$ cat src/rtl/lc3b_types.sv
// Shared LC-3b memory-system types: word/line containers plus the L2 arbiter's FSM and source encodings.
// Latency: n/a (types only).
// Backpressure: n/a (types only).
package lc3b_types;

  typedef logic [15:0]  lc3b_word;
  typedef logic [127:0] lc3b_8words;

  typedef enum logic [2:0] {
    IDLE,
    SERVE_I,
    SERVE_D,
    RESP_I,
    RESP_D
  } l2_arb_state_t;

  typedef enum logic {
    SRC_I = 1'b0,
    SRC_D = 1'b1
  } l2_arb_src_t;

endpackage

$ cat src/rtl/l2_arb_grant.sv
// Winner select between I and D miss requests, plus the fairness state (starvation counter or round-robin pointer).
// Latency: combinational grant; fairness state updates on the grant edge.
// Backpressure: grants only while grant_en is high; losing requester simply stays pending.
// Ports: clk, reset_n (async active-low), i_req/d_req (pending requests), grant_en (arbiter idle),
//        grant_valid (a grant happens this cycle), grant_src (winner, SRC_I/SRC_D).
// Option: L2_ARB_ROUND_ROBIN_EN selects alternating contended grants instead of D priority with starvation limit.
module l2_arb_grant
  import lc3b_types::*;
#(
  parameter int unsigned STARVE_LIMIT = 4
) (
  input  logic        clk,
  input  logic        reset_n,
  input  logic        i_req,
  input  logic        d_req,
  input  logic        grant_en,
  output logic        grant_valid,
  output l2_arb_src_t grant_src
);

  assign grant_valid = grant_en & (i_req | d_req);

`ifdef L2_ARB_ROUND_ROBIN_EN

  l2_arb_src_t rr_last;

  // Contended: hand the grant to whoever did not win last time.
  always_comb begin
    grant_src = SRC_D;
    if (i_req && d_req) begin
      grant_src = (rr_last == SRC_I) ? SRC_D : SRC_I;
    end else if (i_req) begin
      grant_src = SRC_I;
    end
  end

  always_ff @(posedge clk or negedge reset_n) begin
    if (!reset_n) begin
      rr_last <= SRC_I;
    end else if (grant_valid) begin
      rr_last <= grant_src;
    end
  end

`else

  localparam logic [3:0] LIMIT = 4'(STARVE_LIMIT);

  logic [3:0] starve_cnt;

  // Contended: D wins until it has beaten a waiting I LIMIT times in a row.
  always_comb begin
    grant_src = SRC_D;
    if (i_req && d_req) begin
      grant_src = (starve_cnt == LIMIT) ? SRC_I : SRC_D;
    end else if (i_req) begin
      grant_src = SRC_I;
    end
  end

  // Only D wins over a waiting I count; uncontended D grants leave it alone.
  always_ff @(posedge clk or negedge reset_n) begin
    if (!reset_n) begin
      starve_cnt <= 4'd0;
    end else if (grant_valid) begin
      if (grant_src == SRC_I) begin
        starve_cnt <= 4'd0;
      end else if (i_req && (starve_cnt != LIMIT)) begin
        starve_cnt <= starve_cnt + 4'd1;
      end
    end
  end

`endif

endmodule

$ cat src/rtl/l2_arbiter.sv
// Merges L1 I-cache and D-cache line misses onto one registered L2 port and routes the response back to the owner.
// Latency: grant edge -> strobe next cycle; l2_resp at cycle N -> x_resp at N+1 (3 cycles minimum).
// Backpressure: one access in flight; new requests wait in IDLE, strobes held until l2_resp.
// Ports: clk, reset_n (async active-low); I side i_read/i_address -> i_rdata/i_resp;
//        D side d_read/d_write/d_address/d_wdata -> d_rdata/d_resp;
//        L2 side l2_read/l2_write/l2_address/l2_wdata -> l2_rdata/l2_resp.
// Option: L2_ARB_ROUND_ROBIN_EN (see l2_arb_grant); STARVE_LIMIT 1..15 applies when it is undefined.
module l2_arbiter
  import lc3b_types::*;
#(
  parameter int unsigned STARVE_LIMIT = 4
) (
  input  logic       clk,
  input  logic       reset_n,
  input  logic       i_read,
  input  lc3b_word   i_address,
  output lc3b_8words i_rdata,
  output logic       i_resp,
  input  logic       d_read,
  input  logic       d_write,
  input  lc3b_word   d_address,
  input  lc3b_8words d_wdata,
  output lc3b_8words d_rdata,
  output logic       d_resp,
  output logic       l2_read,
  output logic       l2_write,
  output lc3b_word   l2_address,
  output lc3b_8words l2_wdata,
  input  lc3b_8words l2_rdata,
  input  logic       l2_resp
);

  l2_arb_state_t state, next_state;
  logic          op_write;
  logic          grant_valid;
  l2_arb_src_t   grant_src;

  l2_arb_grant #(
    .STARVE_LIMIT(STARVE_LIMIT)
  ) u_grant (
    .clk        (clk),
    .reset_n    (reset_n),
    .i_req      (i_read),
    .d_req      (d_read | d_write),
    .grant_en   (state == IDLE),
    .grant_valid(grant_valid),
    .grant_src  (grant_src)
  );

  always_ff @(posedge clk or negedge reset_n) begin
    if (!reset_n) begin
      state <= IDLE;
    end else begin
      state <= next_state;
    end
  end

  // Strobes and responses decode straight from the state register, so reset
  // clears them immediately and they cannot glitch with the inputs.
  always_comb begin
    next_state = state;
    l2_read    = 1'b0;
    l2_write   = 1'b0;
    i_resp     = 1'b0;
    d_resp     = 1'b0;
    case (state)
      IDLE: begin
        if (grant_valid) begin
          next_state = (grant_src == SRC_D) ? SERVE_D : SERVE_I;
        end
      end
      SERVE_I: begin
        l2_read = 1'b1;
        if (l2_resp) next_state = RESP_I;
      end
      SERVE_D: begin
        l2_read  = ~op_write;
        l2_write = op_write;
        if (l2_resp) next_state = RESP_D;
      end
      RESP_I: begin
        i_resp     = 1'b1;
        next_state = IDLE;
      end
      RESP_D: begin
        d_resp     = 1'b1;
        next_state = IDLE;
      end
      default: next_state = IDLE;
    endcase
  end

  // Operands are captured on the grant edge; d_write alone decides the op so
  // a simultaneous d_read/d_write is treated as a write-back.
  always_ff @(posedge clk or negedge reset_n) begin
    if (!reset_n) begin
      l2_address <= '0;
      l2_wdata   <= '0;
      op_write   <= 1'b0;
      i_rdata    <= '0;
      d_rdata    <= '0;
    end else begin
      if ((state == IDLE) && grant_valid) begin
        if (grant_src == SRC_D) begin
          l2_address <= d_address;
          l2_wdata   <= d_wdata;
          op_write   <= d_write;
        end else begin
          l2_address <= i_address;
        end
      end
      if ((state == SERVE_I) && l2_resp) begin
        i_rdata <= l2_rdata;
      end
      if ((state == SERVE_D) && l2_resp && !op_write) begin
        d_rdata <= l2_rdata;
      end
    end
  end

endmodule
$ cat config.mk
export PLATFORM = sky130hd
export DESIGN_NAME = l2_arbiter
export DESIGN_NICKNAME = d
export VERILOG_FILES = /design/src/rtl/lc3b_types.sv /design/src/rtl/l2_arb_grant.sv /design/src/rtl/l2_arbiter.sv
export SDC_FILE = /design/constraint.sdc
export NUM_CORES = 1
export LEC_CHECK = 0
export CORE_AREA = 2 2 273 275
export CTS_CLUSTER_SIZE = 25
export DETAILED_ROUTE_END_ITERATION = 8
export DIE_AREA = 0 0 275 277
export GPL_ROUTABILITY_DRIVEN = 0
export REMOVE_ABC_BUFFERS = 1
export SYNTH_ARGS = -nofsm -noshare
export SYNTH_HDL_FRONTEND = slang
export SYNTH_SLANG_ARGS = --single-unit
$ cat constraint.sdc
create_clock -name clk -period 3.2 [get_ports clk]
set_input_delay 0.64 -clock clk [delete_from_list [all_inputs] [get_ports clk]]
set_output_delay 0.64 -clock clk [all_outputs]
set_load 0.005 [all_outputs]
After elaboration in Yosys (flattened, before gate mapping)
Cells that the tools add are included.
{"block": "word_totals", "ff_bits": 408, "inputBits": 294}
{"block": "classes", "add_sub_neg": 1, "n_eq_ne": 10, "n_mux": 15, "n_bitwise": 4, "n_reduce_logical": 11}
{"cell": "16-bit 2-to-1 mux", "count": 1}
{"cell": "3-bit 2-to-1 mux", "count": 3}
{"cell": "3-bit one-hot mux with 3 select lines", "count": 1}
{"cell": "4-bit 2-to-1 mux", "count": 2}
{"cell": "3-bit by 2-bit == test with 1-bit output (second input constant)", "count": 2}
{"cell": "1-bit logical AND", "count": 6}
{"cell": "1-bit 2-to-1 mux", "count": 6}
{"cell": "2-bit inequality test (second input constant)", "count": 3}
{"cell": "4-bit by 1-bit adder with 4-bit output (second input constant)", "count": 1}
{"cell": "4-bit by 3-bit == test with 1-bit output (second input constant)", "count": 1}
{"cell": "4-bit by 3-bit inequality test with 1-bit output (second input constant)", "count": 1}
{"cell": "2-bit AND reduction", "count": 2}
{"cell": "3-bit by 1-bit == test with 1-bit output (second input constant)", "count": 1}
{"cell": "3-bit == test (second input constant)", "count": 1}
{"cell": "3-bit zero test", "count": 1}
{"cell": "3-bit AND reduction", "count": 1}
{"cell": "2-bit 2-to-1 mux", "count": 1}
{"cell": "2-bit by 1-bit inequality test with 1-bit output (second input constant)", "count": 1}
{"cell": "1-bit OR", "count": 2}
{"cell": "1-bit one-hot mux with 2 select lines", "count": 1}
{"cell": "1-bit bitwise AND", "count": 1}
{"cell": "1-bit zero test", "count": 1}
{"cell": "1-bit NOT", "count": 1}

Logic depth before layout (Yosys ltp)
{"block": "logic_depth", "word_depth": 6, "mapped_depth": 7, "depth_no_buf": 5}

Cells and area by module
From an unflattened synthesis, not the netlist that was laid out.
{"block": "unflattened", "cells_unflattened": 941, "hier_area_um2": 15554.9}
{"mod": "l2_arbiter", "instances": 1, "cells_per_inst": 912, "area_per_inst_um2": 15312.2, "seq_area_each_um2": 10109.7}
{"mod": "l2_arb_grant", "instances": 1, "cells_per_inst": 29, "area_per_inst_um2": 242.7, "seq_area_each_um2": 100.1}

Worst setup path after synthesis
OpenSTA, ideal clock, no wires.
{"block": "synth_timing", "path_type": "input-to-reg", "start": "in l2_resp", "end": "reg i_rdata[66]", "arrival_ns": 1.670, "required_ns": 3.075, "setup_slack_ns": 1.405, "stages": 5, "n_path_buf": 2, "cell_sequence": "nor2b_1 > nor3b_2 > buf_2 > buf_4 > mux2_2"}
{"block": "synth_between", "elab_chain_len": 1}
{"element": "start: declaration", "line_no": "l2_arbiter.sv:30", "text": "input logic l2_resp"}
{"element": "1-bit logical AND", "line_no": "l2_arbiter.sv:112", "text": "if ((state == SERVE_I) && l2_resp) begin"}
{"element": "end signal: assignment", "line_no": "l2_arbiter.sv:113", "text": "i_rdata <= l2_rdata;"}
{"element": "end: declaration", "line_no": "l2_arbiter.sv:17", "text": "output lc3b_8words i_rdata,"}
No other way between the ends.
A chain may end at the register's enable or synchronous reset.

Worst setup path in the final report
{"block": "layout_timing", "start": "reg state[0]", "end": "out i_resp"}
{"block": "layout_between", "elab_chain_len": 2}
{"element": "start: declaration", "line_no": "l2_arbiter.sv:33", "text": "l2_arb_state_t state, next_state;"}
{"element": "start signal: assignment", "line_no": "l2_arbiter.sv:54", "text": "state <= next_state;"}
{"element": "3-bit by 2-bit == test with 1-bit output", "line_no": "l2_arbiter.sv:66", "text": "case (state)"}
{"element": "1-bit 2-to-1 mux", "line_no": "l2_arbiter.sv:66"}
{"element": "end: declaration", "line_no": "l2_arbiter.sv:18", "text": "output logic i_resp,"}
No other way between the ends.

==> flow_metrics.env <==
export IMPL_antenna_left=0
export IMPL_r2r_cells=5
export IMPL_crit_arrival_ns=2.01
export IMPL_postCtsHoldBufs=0
export IMPL_cp_num_buf_inv=2
export IMPL_max_slew_margin_pct=38.7
export IMPL_worstPathMaxFanout=9
export IMPL_place_inst=2613
export IMPL_dpl_cell_area_mm2=0.0244
export IMPL_critPathMaxStageDelay_ns=0.56
export IMPL_synth_seq_cells=408
export IMPL_initialDrtViolationCount=334
export IMPL_ys_types=32
export IMPL_post_route_cell_area_mm2=0.0259
export IMPL_grtUsageTotal_pct=12.9
export IMPL_areaGrowthSynthToFinish_pct=61.3
export IMPL_start_util_pct=21.8
export IMPL_synth_edf_count=0
export IMPL_wl_per_cell_um=18.9
export IMPL_synthTopCellsByArea="dfrtp_1, mux2_2, mux2_4"
export IMPL_hold_viol=0
export IMPL_powerDensity_mw_per_mm2=1020
export IMPL_grt_use_met2_pct=23.5
export IMPL_crit_required_ns=2.56
export IMPL_stdcell_count=2692
export IMPL_worst_path_stages=3
export IMPL_path_clk_slew_ns=0.06
export IMPL_maxCapViolCount=0
export IMPL_grt_pass1_vias=12000
export IMPL_dieWidth_um=275
export IMPL_synth_top_area_share_pct=63.7
export IMPL_cts_tree="yes"
export IMPL_setup_ws_ns=0.553
export IMPL_gr_usage_met3_pct=4.53
export IMPL_drive_gt1_share_pct=29.8
export IMPL_grt_max_degree=97
export IMPL_nets=1987
export IMPL_syn_avg_cell_area_um2=16.8
export IMPL_post_cts_resized=0
export IMPL_via_per_inst=4.06
export IMPL_yosysMostFrequentCell="dfrtp_1"
export IMPL_gr_usage_met1_pct=14.0
export IMPL_r2r_slack_ns=0.96
export IMPL_end_kind="output port"
export IMPL_fin_skew_ns=0.0150
export IMPL_die_h_um=277
export IMPL_period_share_pct=82.7
export IMPL_rows=100
export IMPL_syn_area_mm2=0.0160
export IMPL_firstDrtPassIters=4
export IMPL_synthFlopType="dfrtp_1"
export IMPL_slowest_stage="clkdlybuf4s50_1"
export IMPL_peakVddDrop_v=0.000535
export IMPL_holdCritPathClass="primary input to asynchronous set/reset pin"
export IMPL_synthArstFlopShare_pct=100
export IMPL_crit_path_start_kind="flip-flop"
export IMPL_status="finished, final reports clean"
export IMPL_finalSetupViolations=0
export IMPL_cts_max_level=2
export IMPL_fmax_ghz=0.378
export IMPL_hpwl_um=38700
export IMPL_pre_cts_ws_ns=0.497
export IMPL_syn_instance_count=956
export IMPL_rsz0062_at_grt="false"
export IMPL_whs_ns=0.104
export IMPL_seq_area_frac_synth_pct=63.7
export IMPL_grt_overflow=0
export IMPL_clk_latency_ns=0.59
export IMPL_synth_common_cells="dfrtp_1, mux2_2, mux2_4, buf_4, a21oi_1"
export IMPL_cts_sinks=408
export IMPL_p_leak_nw=10.8
export IMPL_worstPathCellList="inv_1 -> nor3b_1 -> clkdlybuf4s50_1"
export IMPL_path_class="flip-flop to output port"
export IMPL_yosys_warnings=0
export IMPL_die_area_mm2=0.0762
export IMPL_io_pins=698
export IMPL_crit_family="buffers and inverters"
export IMPL_grt_busiest_layer="met2"
export IMPL_cts_setup_buffers=0
export IMPL_routed_wl_um=50900
export IMPL_num_antenna_cells=0
export IMPL_core_mm2=0.0736
export IMPL_cts_max_path_buffers=3
export IMPL_num_vias=10900
export IMPL_period_needed_ns=2.65
export IMPL_cts_buffers_inserted=45
export IMPL_cts_root_buffer="clkbuf_16"
export IMPL_worst_slew_pin_slew_ns=0.920
export IMPL_yosysTopAreaCell="dfrtp_1"
export IMPL_antenna_found_initial=3
export IMPL_grt_first_pass_wirelength_um=75700
export IMPL_port_buffer_count=697
export IMPL_slew_violations=0
export IMPL_drc_errors=0
cell type report:
cell class	count	area, um2
multi-input cells	485	5400
clock inverters	14	224
fillers	7034	47700
flip-flops and latches	408	10200
clock buffers	65	1290
inverters	3	11.3
repair buffers	748	7530
well taps	969	1210
worst register-to-register path, cell delays in order, from the launching register on:
cell	delay (ns)
dfrtp_1	0.50
nor3_2	0.19
buf_4	0.28
nand3b_4	0.43
buf_12	0.41
mux2_4	0.33
kinds of logic after synthesis:
| family | share of synthesized area, % |
|---|---|
| DFF | 63.7 |
| adders and majority gates | 0.156 |
| AOI/OAI and AO/OA | 2.26 |
| buffers and inverters | 2.74 |
| muxes | 29.5 |
| and+or+nand+nor | 1.70 |
layout by cell type (no fill, tap or decap), types with 2 or more instances in the layout:
master / Yosys / final
and3_1: 3 / 3
nor3b_1: 3 / 3
dfrtp_1: 408 / 408
nor2b_1: 3 / 3
o211ai_1: 16 / 16
buf_12: 0 / 13
mux2_4: 99 / 99
nor2_1: 4 / 4
nor3_2: 2 / 2
clkinv_2: 0 / 6
o311ai_0: 2 / 2
inv_1: 3 / 3
a22o_1: 3 / 3
clkbuf_16: 0 / 45
clkbuf_8: 0 / 9
a31oi_1: 16 / 16
buf_4: 25 / 38
clkdlybuf4s50_1: 0 / 696
ha_1: 2 / 2
a21oi_1: 17 / 17
clkbuf_1: 8 / 11
bufinv_16: 0 / 4
nand3_1: 16 / 16
mux2_2: 287 / 287
layer usage:
layer | part of all wire [%] | routed length, um
met5 | 0.053 | 27
met4 | 2.6 | 1320
met3 | 9.5 | 4820
met2 | 51 | 26000
met1 | 37 | 18700
per-stage QoR:
stage	util [%]	setup TNS [ns]	total power, W
after floorplan	-	-604.35	0.0141
after global placement	33.1	0	0.0212
after detailed placement	33.1	0	0.0214
after CTS	35.2	0	0.0269
after global routing	35.2	0	0.0280
final	35.2	0	0.0264
worst paths after layout:
check / start / endpoint
setup / recovery: state[0]$_DFFE_PN0P_ / i_resp
hold / removal: reset_n / l2_wdata[125]$_DFFE_PN0P_
setup reg to reg: state[1]$_DFFE_PN0P_ / l2_wdata[63]$_DFFE_PN0P_
hold reg to reg: d_rdata[117]$_DFFE_PN0P_ / d_rdata[117]$_DFFE_PN0P_
max in group asynchronous: reset_n / l2_wdata[35]$_DFFE_PN0P_
min in group clk: d_rdata[117]$_DFFE_PN0P_ / d_rdata[117]$_DFFE_PN0P_
flip-flops by register name (all words and copies together), names as in the netlist:
name and flops:
l2_address 16, op_write 1, d_rdata 128, l2_wdata 128, u_grant.starve_cnt 4, i_rdata 128, state 3
power by group:
part           switching (W)  leakage (nW)  internal, W
Clock                0.00215         0.740      0.00314
Combinational        0.00374          5.21      0.00799
Sequential           0.00157          4.83      0.00783
Total                0.00746          10.8       0.0190
Power figures use the tool's default switching activity.
==> RTL change 1: new RTL, same flow settings <==
Put one more register stage on the output `l2_address`. The value now appears one clock later. The other outputs are not delayed to match.
--- a/src/rtl/l2_arbiter.sv
+++ b/src/rtl/l2_arbiter.sv
@@ -29,6 +29,8 @@
   input  lc3b_8words l2_rdata,
   input  logic       l2_resp
 );
+
+  lc3b_word l2_address_s0;
 
   l2_arb_state_t state, next_state;
   logic          op_write;
@@ -94,7 +96,7 @@
   // a simultaneous d_read/d_write is treated as a write-back.
   always_ff @(posedge clk or negedge reset_n) begin
     if (!reset_n) begin
-      l2_address <= '0;
+      l2_address_s0 <= '0;
       l2_wdata   <= '0;
       op_write   <= 1'b0;
       i_rdata    <= '0;
@@ -102,11 +104,11 @@
     end else begin
       if ((state == IDLE) && grant_valid) begin
         if (grant_src == SRC_D) begin
-          l2_address <= d_address;
+          l2_address_s0 <= d_address;
           l2_wdata   <= d_wdata;
           op_write   <= d_write;
         end else begin
-          l2_address <= i_address;
+          l2_address_s0 <= i_address;
         end
       end
       if ((state == SERVE_I) && l2_resp) begin
@@ -118,4 +120,8 @@
     end
   end
 
+  always_ff @(posedge clk) begin
+    l2_address <= l2_address_s0;
+  end
+
 endmodule
Formal check against the unedited RTL: not equivalent (Yosys sat finds a counterexample within 4 cycles, from zero or initial values and one cycle with reset_n low).
==> RTL change 1 against the unedited design <==
Worst setup slack got worse by 94 ps; sequential share of layout area increased by 0.75 points; critical path depth up 1; routed wire length increased by 3.3%; synthesized area grew 1.7%; design area grew 1.2%; power up 1.2%; sequential cell count rose by 16; largest cell class unchanged.
==> RTL change 1: results (changes against the unedited design) <==
[placed_design]
pre_cts_slack_ps = 581.1  ; was 497.0 ps
dp.cells = 2624  ; was 2,613

[grt]
grt_antenna_before_repair = 4  ; was 3
grt_max_degree = 74  ; was 97
track_usage = 0.1323  ; was 0.1292
grt_pass1_vias = 12128  ; was 12,003

[drt]
drt_iter0_drc = 314  ; was 334

[final_layout]
fillers = 7020  ; was 7,034
instances_no_fill = 2714  ; was 2,692
final_layout_size_suffix_gt1_frac = 0.2993  ; was 0.2977
nets = 2002  ; was 1,987
multi_input_area_um2 = 5393  ; was 5399 um2

[critical_path]
rr_startpoint = state[0]  ; was state[1]
r2r_setup_slack_ps = 990  ; was 960 ps
critPathLaunch = state[1]  ; was state[0]
timing.critical_path.to = l2_read  ; was i_resp
rr_endpoint = l2_address_s0[9]  ; was l2_wdata[63]
critPathArrivalTime_ps = 2100  ; was 2010 ps

[clock_tree]
cts_made_buffers = 49  ; was 45
insertion_delay_ps = 560  ; was 590 ps

[logic_synthesis]
synth_cell_types = 36  ; was 32
post-synth-top-area-fraction = 0.6257  ; was 0.6366
synth.area.top_cells = dfrtp_1 63%, mux2_2 20%, mux2_4 9.1%  ; was dfrtp_1 64%, mux2_2 20%, mux2_4 9.3%
async_flop_share = 0.9623  ; was 1.000

[sta]
skew_ps = 11.32  ; was 15.03 ps
max_slew_margin = 0.4149  ; was 0.3869
setup_slack_ps = 459.1  ; was 552.6 ps
whs_ps = 41.34  ; was 103.7 ps

[pwr]
ir_drop_mv = 0.5819  ; was 0.5352 mV
leakagePower_nw = 11.00  ; was 10.78 nW
p_int_mw = 19.20  ; was 18.96 mW

[run_status]
status = finished, final reports clean  ; unchanged

-- RTL change 1: changes by cell type in the layout (fill, tap and decap cells not counted), moves of 2 or more --
cell / before / now
clkinv_2: 6 / 10
clkbuf_8: 9 / 13
bufinv_16: 4 / 2
nor3b_1: 3 / 1
clkbuf_16: 45 / 49
inv_6: 0 / 2
dfxtp_1: 0 / 16
clkbuf_1: 11 / 7
buf_12: 13 / 9
clkinvlp_4: 1 / 6
nand2b_1: 0 / 2
-- RTL change 1: worst max-delay path: cells and delay by family (launching register included) --
kind            cells  cell delay, ps
simple gates        2             420
compound gates      1             120
flops               1             460
buf+inv             1             550
-- RTL change 1: power groups by stage --
| stage | logic, mW | clock network, mW | registers (mW) |
|---|---|---|---|
| 2_1_floorplan | 4.71 | 0 | 9.63 |
| 3_3_place_gp | 11.6 | 0 | 9.65 |
| 3_5_place_dp | 11.7 | 0 | 9.75 |
| 4_1_cts | 11.7 | 5.71 | 9.72 |
| 5_1_grt | 12.3 | 5.96 | 10.0 |
| 6_report | 11.5 | 5.52 | 9.69 |
-- RTL change 1: area by class of cell --
class,count,share of cell area
flip-flops and latches,424,0.4021
repair buffers,743,0.2841
clock inverters,20,0.006593
well taps,969,0.04629
inverters,2,0.0002867
clock buffers,69,0.05466
multi-input cells,486,0.2059
diodes,1,0.00009555
-- RTL change 1: per-layer routing --
layer / global-route usage / vias up / wire, um
met5: 0 / - / 13
met4: 0.04006 / 2 / 1302
met3: 0.04509 / 80 / 4821
met2: 0.2457 / 513 / 27600
met1: 0.1387 / 5458 / 18820
li1: - / 4945 / -
-- RTL change 1: cells by family after synthesis --
logic type / synth area share
fa+ha+maj: 0.001533
flops: 0.6453
compound gates: 0.02208
buf+inv: 0.02538
simple gates: 0.01587
mux: 0.2898
==> RTL change 2: new RTL, config.mk and constraints unchanged <==
Without the edit above. Build with the macro `L2_ARB_ROUND_ROBIN_EN` defined.
--- a/src/rtl/l2_arb_grant.sv
+++ b/src/rtl/l2_arb_grant.sv
@@ -4,6 +4,8 @@
 // Ports: clk, reset_n (async active-low), i_req/d_req (pending requests), grant_en (arbiter idle),
 //        grant_valid (a grant happens this cycle), grant_src (winner, SRC_I/SRC_D).
 // Option: L2_ARB_ROUND_ROBIN_EN selects alternating contended grants instead of D priority with starvation limit.
+`define L2_ARB_ROUND_ROBIN_EN
+
 module l2_arb_grant
   import lc3b_types::*;
 #(
Check against the original RTL: no difference found for any inputs over 4 cycles, from zero or initial values and one cycle with reset_n low; that may be too few to reach the edited logic, so the function may still have changed.
==> RTL change 2 against the unedited design <==
Cell count is 0.30% lower; power fell by 0.62%; worst setup slack lost 79 ps; sequential cell count decreased by 3; register-to-register slack better by 110 ps; routed wire length increased by 0.73%; critical path type unchanged; synthesized area shrank 2.2%; design area down 0.72%; count of clock-buffer cells in the layout increased by 3.
==> RTL change 2: results (changes against the unedited design) <==
[clock_tree]
insertion_delay_ps = 570  ; was 590 ps
cts_made_buffers = 46  ; was 45
clockBufferDepth = 3  ; unchanged
ctsResizeCount = 0  ; unchanged

[logic_synthesis]
synth_common_cells = 405 x dfrtp_1, 286 x mux2_2, 99 x mux2_4  ; was 408 x dfrtp_1, 287 x mux2_2, 99 x mux2_4
seq_area_frac_synth = 0.6459  ; was 0.6366
synth_xor_area_frac = 0  ; unchanged
synthAdderAreaFrac = 0  ; was 0.001560
ys_seq_elements = 405  ; was 408
synthMuxAreaShare = 0.3006  ; was 0.2948
synth_cell_types = 29  ; was 32
synth_compound_area_frac = 0.02049  ; was 0.02262
syn_avg_cell_area_um2 = 16.78  ; about the same
synth.area.top_cells = dfrtp_1 65%, mux2_2 21%, mux2_4 9.5%  ; was dfrtp_1 64%, mux2_2 20%, mux2_4 9.3%

[final_layout]
fillers = 7072  ; was 7,034
final_layout_size_suffix_gt1_frac = 0.3026  ; was 0.2977
nets = 1977  ; was 1,987
instances_no_fill = 2684  ; was 2,692

[grt]
use_met1 = 0.1360  ; was 0.1398
grt_max_degree = 99  ; was 97
grt_first_pass_wirelength_um = 75180  ; was 75,750 um
grt_pass1_vias = 11766  ; was 12,003
track_usage = 0.1295  ; was 0.1292
grt_antenna_before_repair = 2  ; was 3
met2_usage = 0.2332  ; was 0.2346
grt_use_met3 = 0.04708  ; was 0.04526

[drt]
finalWirelength_um = 51260  ; was 50,890 um
drt_iter0_drc = 331  ; was 334
vias = 10732  ; was 10,925

[pwr]
switching_share = 0.2787  ; was 0.2823
ir_drop_mv = 0.5636  ; was 0.5352 mV
leakagePower_nw = 10.59  ; was 10.78 nW

[placed_design]
portBuffers = 697  ; unchanged
dp_hpwl_um = 39760  ; was 38,680 um
pre_cts_slack_ps = 342.9  ; was 497.0 ps
dp.cells = 2604  ; was 2,613

[critical_path]
rr_startpoint = u_grant.rr_last  ; was state[1]
critPathArrivalTime_ps = 2090  ; was 2010 ps
critPathLaunch = state[0]  ; unchanged
worst-path-max-fanout = 7  ; was 9

[sta]
max_slew_margin = 0.3977  ; was 0.3869
skew_ps = 12.35  ; was 15.03 ps

[run_status]
status = finished, final reports clean  ; unchanged

[RTL change 2: final cells by class]
class | instances | area, um2 | area share
flip-flops and latches | 405 | 10130 | 0.3945
repair buffers | 753 | 7527 | 0.2930
multi-input cells | 475 | 5239 | 0.2039
clock buffers | 68 | 1398 | 0.05441
well taps | 969 | 1212 | 0.04720
clock inverters | 12 | 170.2 | 0.006624
inverters | 2 | 7.507 | 0.0002922
[RTL change 2: final timing paths]
kind | endpoint | slack [ps] | cells after the start
worst max register to register | l2_wdata[68] | 1070 | 4
worst min register to register | i_rdata[66] | 500 | 1
min in group clk | i_rdata[66] | 500 | 1
worst min-delay path | d_rdata[119] | 140 | 1
max in group asynchronous | l2_wdata[67] | 2150 | 3
worst max-delay path | l2_read | 470 | 4
[RTL change 2: per-stage QoR]
step                      TNS [ps]  instance area, um2
after floorplan           -1531820               15360
after global placement           0               24120
after detailed placement         0               24120
after CTS                        0               25690
after global routing             0               25690
final                            0               25690
[RTL change 2: cell families (layout without fill, tap and decap cells)]
group / Yosys count / count (layout)
flops: 405 / 405
mux: 386 / 386
compound gates: 56 / 56
buf+inv: 55 / 835
simple gates: 33 / 33
[RTL change 2: layer usage]
layer / part of all wire / up-vias / wire length [um]
li1: - / 4844 / -
met3: 0.098 / 88 / 5014
met4: 0.038 / 2 / 1966
met1: 0.36 / 5285 / 18450
met2: 0.50 / 513 / 25810
met5: 0.00021 / - / 11
[RTL change 2: power groups by stage]
stage               clock network, mW  registers [mW]  logic [mW]
global placement                    0            9.27        11.6
detailed placement                  0            9.34        11.8
finish                           5.42            9.26        11.6
CTS                              5.63            9.30        11.8
floorplan                           0            9.32        4.62
global route                     5.87            9.62        12.3
[RTL change 2: critical path, stage by stage (launching register included)]
cell and delay [ps]:
dfrtp_1 450, nand2b_1 240, o21a_1 200, nor2_1 80, clkdlybuf4s50_1 540
